===== config.mk =====
export PLATFORM = sky130hd
export DESIGN_NAME = timer_dev
export DESIGN_NICKNAME = d
export VERILOG_FILES = /design/src/rtl/timer_dev.sv
export SDC_FILE = /design/constraint.sdc
export NUM_CORES = 1
export LEC_CHECK = 0
export CAP_MARGIN = 20
export CORE_MARGIN = 4
export CORE_UTILIZATION = 45
export CTS_CLUSTER_SIZE = 12
export DETAILED_ROUTE_END_ITERATION = 10
export PLACE_DENSITY_LB_ADDON = 0.05
export SLEW_MARGIN = 15
export SYNTH_ARGS = -nofsm -noshare
export SYNTH_HDL_FRONTEND = slang
export SYNTH_SLANG_ARGS = --single-unit

===== constraint.sdc =====
create_clock -name clk -period 4.95 [get_ports clk]
set_clock_uncertainty 0.1 [all_clocks]
set_input_delay 0.99 -clock clk [delete_from_list [all_inputs] [get_ports clk]]
set_output_delay 0.99 -clock clk [all_outputs]
set_load 0.02 [all_outputs]

===== src/rtl/timer_dev.sv =====
// timer_dev: memory-mapped down-counting timer with one-shot / auto-reload modes and an interrupt flag.
//
// Ports:
//   clk    - single clock, all registers update on its rising edge
//   reset  - asynchronous, active-low reset
//   addr   - CPU byte address; only addr[3:2] is decoded
//   we     - write strobe
//   wdata  - store data
//   rdata  - load data, combinational from addr and current register values
//   irq    - interrupt request (IM & int_flag, or int_flag alone without the mask feature)
//
// Register map (addr[3:2]): 0 CTRL {IM,MODE[1:0],EN}, 1 PRESET, 2 COUNT (read-only), 3 reads 0.
//
// Configuration: define TIMER_IRQ_MASK_EN to implement CTRL.IM (bit3) as an irq mask.
// Without it, bit3 is not stored, reads 0, and irq is the raw int_flag.
module timer_dev (
    input  logic        clk,
    input  logic        reset,
    input  logic [31:0] addr,
    input  logic        we,
    input  logic [31:0] wdata,
    output logic [31:0] rdata,
    output logic        irq
);

    localparam logic [1:0] S_IDLE = 2'd0;
    localparam logic [1:0] S_LOAD = 2'd1;
    localparam logic [1:0] S_CNT  = 2'd2;
    localparam logic [1:0] S_INT  = 2'd3;

    logic [1:0]  state_q, state_d;
    logic        en_q, en_d;
    logic [1:0]  mode_q, mode_d;
    logic [31:0] preset_q, preset_d;
    logic [31:0] count_q, count_d;
    logic        int_flag_q, int_flag_d;
    logic        im;
    logic        wr_ctrl, wr_preset;
    logic        unused_addr_bits;

    assign wr_ctrl          = we && (addr[3:2] == 2'd0);
    assign wr_preset        = we && (addr[3:2] == 2'd1);
    assign unused_addr_bits = &{1'b0, addr[31:4], addr[1:0]};

`ifdef TIMER_IRQ_MASK_EN
    logic im_q, im_d;

    assign im_d = wr_ctrl ? wdata[3] : im_q;
    assign im   = im_q;
    assign irq  = im_q & int_flag_q;

    always_ff @(posedge clk or negedge reset) begin
        if (!reset) im_q <= 1'b0;
        else        im_q <= im_d;
    end
`else
    assign im  = 1'b0;
    assign irq = int_flag_q;
`endif

    always_comb begin
        state_d    = state_q;
        en_d       = en_q;
        mode_d     = mode_q;
        preset_d   = preset_q;
        count_d    = count_q;
        int_flag_d = int_flag_q;
        case (state_q)
            S_IDLE: if (en_q) state_d = S_LOAD;
            S_LOAD: begin
                count_d = preset_q;
                state_d = S_CNT;
            end
            S_CNT: begin
                if (!en_q) begin
                    state_d = S_IDLE;
                end else if (count_q > 32'd1) begin
                    count_d = count_q - 32'd1;
                end else begin
                    // PRESET of 0 or 1 both expire here, so both give the same latency
                    count_d    = 32'd0;
                    int_flag_d = 1'b1;
                    state_d    = S_INT;
                end
            end
            default: begin
                // MODE 2 and 3 behave as one-shot
                if (mode_q == 2'd1) begin
                    int_flag_d = 1'b0;
                    state_d    = S_LOAD;
                end else begin
                    en_d    = 1'b0;
                    state_d = S_IDLE;
                end
            end
        endcase
        // A CTRL write overrides the FSM's own EN clear and always drops the flag
        if (wr_ctrl) begin
            en_d       = wdata[0];
            mode_d     = wdata[2:1];
            int_flag_d = 1'b0;
        end
        if (wr_preset) preset_d = wdata;
    end

    always_ff @(posedge clk or negedge reset) begin
        if (!reset) begin
            state_q    <= S_IDLE;
            en_q       <= 1'b0;
            mode_q     <= 2'd0;
            preset_q   <= 32'd0;
            count_q    <= 32'd0;
            int_flag_q <= 1'b0;
        end else begin
            state_q    <= state_d;
            en_q       <= en_d;
            mode_q     <= mode_d;
            preset_q   <= preset_d;
            count_q    <= count_d;
            int_flag_q <= int_flag_d;
        end
    end

    always_comb begin
        rdata = 32'd0;
        case (addr[3:2])
            2'd0:    rdata = {28'd0, im, mode_q, en_q};
            2'd1:    rdata = preset_q;
            2'd2:    rdata = count_q;
            default: rdata = 32'd0;
        endcase
    end

endmodule


==> run_results.csv <==
group,metric,value,unit
setup_path,critPathTopFamily,"buffers and inverters",
power,ir_worst_vdd,0.000235,V
timing,fmax,245,MHz
setup_path,cpMostUsedCell,"clkdlybuf4s50_1",
floorplan,die_h,102,um
synthesis,syn_area,0.00400,sq mm
clock_tree,clk_latency,0.35,ns
synthesis,synth_seq_cells,70,
setup_path,crit_type,"input pin to primary output",
synthesis,ys_warn_count,0,
global_route,grt_pass1_wl,18.7,mm
timing,maxSlewViolCount,0,
synthesis,yosysMostFrequentCell,"dfrtp_1",
clock_tree,clock_tree.buffer_depth,2,
synthesis,ys_types,49,
clock_tree,cts.htree.levels,3,
final_layout,syn_to_final_growth,24.4,%
setup_path,cp_max_fo,32,
worst_hold_path,hold_path_class,"register to register",
synthesis,synth_top_area_share,0.438,
timing,setup_viol_count_final,0,
synthesis,ys_seq_area_frac,0.438,
setup_path,worst-path-buf-inv,3,
synthesis,synth.net_count,478,
setup_path,cp_slowest_cell,"clkdlybuf4s50_1",
timing,fin_crit_sh,0.825,
global_route,grt_antenna_before_repair,0,
route,wl_per_cell,19.6,um
power,leakage,0.00191,uW
final_layout,nets,533,
synthesis,synth_area_leaders,"dfrtp_1 (44%), mux2_2 (9.6%), a22o_1 (6.6%)",
clock_tree,clk_pin_slew,0.07,ns
synthesis,synth_edf_count,0,
power,p_sw_frac,0.414,
route,drtPass1Iterations,5,
floorplan,num_rows,34,
route,ant_nets,0,
final_layout,drive_gt1_frac,0.149,
synthesis,synth-async-reset-ratio,1.00,
floorplan,core,0.00868,sq mm
timing,hold_violations,0,
clock_tree,cts_hold_buf,0,
power,p_int,1540,uW
place,hpwlAfterDp,7.39,mm
floorplan,dieArea,0.0105,sq mm
route,drc_errors,0,
setup_path,start_kind,"input pin",
setup_path,crit_path_end_kind,"primary output",
route,wirelength,11.3,mm
timing,fin_hold_ws,0.394,ns
global_route,grt_max_degree,42,
setup_path,crit_arrival,3.00,ns
floorplan,pin_count,100,
route,drt-vias-per-instance,6.28,
place,numPortBuffers,69,
power,cellPowerDensity,529,mW/mm^2
final_layout,diodes,0,
floorplan,dieWidth,102,um
synthesis,syn_avg_cell_area,9.77,sq um
route,dr_total_vias,3623,
setup_path,cpPeakStageDelay,0.61,ns
timing,max-slew-margin-rel,0.367,
global_route,grt_overflow,0,
power,pwr-share-clk,0.196,
power,p_switching,1090,uW
global_route,gr-usage-all-layers,0.231,
place,place_congestion,0.813,
timing,fin_crit,4.09,ns
clock_tree,post_cts_buffers,0,
synthesis,ys.flop_type,"dfrtp_1",
synthesis,netlist_top_cells_count,"dfrtp_1 (70), mux2_2 (34), nand2_1 (34), a22o_1 (30), clkbuf_1 (26)",
clock_tree,cts_sinks,70,
timing,rsz0062_at_grt,"false",
clock_tree,numCtsBuffers,9,
power,share_seq_of_total_power,0.408,
synthesis,synth_area_leader_cell,"dfrtp_1",
floorplan,start_util,0.461,
route,first_iter_violations,220,
clock_tree,root_buffer,"clkbuf_8",
global_route,grt_pass1_vias,3637,
final_layout,final_cells,577,
outcome,outcome,"finished clean",
timing,worst_pin_slew,0.947,ns
place,dp.cells,561,
timing,setup_tns,0,ns
clock_tree,cts_tree,"yes",
power,p_comb_frac,0.396,
synthesis,syn_inst,409,
run,maxCapViolations,0,
clock_tree,cts_resized,0,
setup_path,path_cells,"clkdlybuf4s50_1 -> nor2b_2 -> buf_4 -> a22o_1 -> clkdlybuf4s50_1",
setup_path,worstPathRequired,3.86,ns
cell usage in the layout (no fill, tap or decap), types with 7 or more instances in the layout:
cell type        count
a21oi_1             17
a22o_1              30
a31oi_1              9
buf_4                8
clkbuf_8            10
clkdlybuf4s50_1     68
dfrtp_1             70
inv_1                7
mux2_2              34
nand2_1             34
nand3_1             23
nand4_1              9
nor2_1              12
nor3_1               7
nor4_1              11
o211ai_1             8
o21ai_0             13
o22ai_1              7
or3_1                7
or4_1                7
layout make-up:
type                       count  area (sq um)
inverter                       7          26.3
timing repair buffer          77           746
multi-input combinational    299          2100
clock buffer                  12           145
tap                          108           135
sequential                    70          1750
clock inverter                 4          70.1
fill                         822          3700
metrics by stage:
stage                     total power (uW)  utilization  cell area (sq um)  worst slack, ns
after floorplan                       1730            -               4000             1.60
after global placement                2080        0.548               4760            0.861
after detailed placement              2110        0.548               4760            0.869
after CTS                             2630        0.573               4970            0.865
after global routing                  2840        0.573               4970            0.782
final                                 2630        0.573               4970            0.865
power groups by stage:
| stage | registers (uW) | clock network, uW | logic, uW |
|---|---|---|---|
| after floorplan | 936 | 0 | 797 |
| after global routing | 1120 | 559 | 1160 |
| final | 1070 | 515 | 1040 |
| after detailed placement | 1080 | 0 | 1030 |
| after global placement | 1070 | 0 | 1010 |
| after CTS | 1070 | 527 | 1040 |
final timing paths:
check | startpoint | to | slack (ns) | depth (start not counted)
worst max register to register | count_q[7] | count_q[19] | 1.96 | 6
worst min-delay path | irq | irq | 0.39 | 1
min in group asynchronous | reset | mode_q[1] | 0.59 | 1
worst max-delay path | addr[2] | rdata[20] | 0.86 | 5
max in group asynchronous | reset | count_q[20] | 3.16 | 2
worst min register to register | irq | irq | 0.39 | 1
flip-flops by register name, summed over array words and instances (netlist names):
register	count
en_q	1
preset_q	32
irq	1
count_q	32
mode_q	2
state_q	2
logic make-up (layout without fill, tap and decap cells):
kind of cell | count (synthesis) | after routing | share of synthesized area
AO/OA/AOI/OAI | 121 | 121 | 0.220
adder cells (fa/ha/maj) | 2 | 2 | 0.00626
buffers and inverters | 40 | 100 | 0.0410
flip-flops | 70 | 70 | 0.438
multiplexers | 37 | 37 | 0.103
AND/OR/NAND/NOR | 139 | 139 | 0.192
metal layers:
layer | up-vias | global-route usage | part of all wire
li1 | 1703 | - | -
met1 | 1792 | 0.315 | 0.46
met2 | 113 | 0.368 | 0.48
met3 | 15 | 0.0328 | 0.046
met4 | 0 | 0.0989 | 0.012
met5 | - | 0 | 0
No activity file was read; power rests on OpenSTA's default activity.
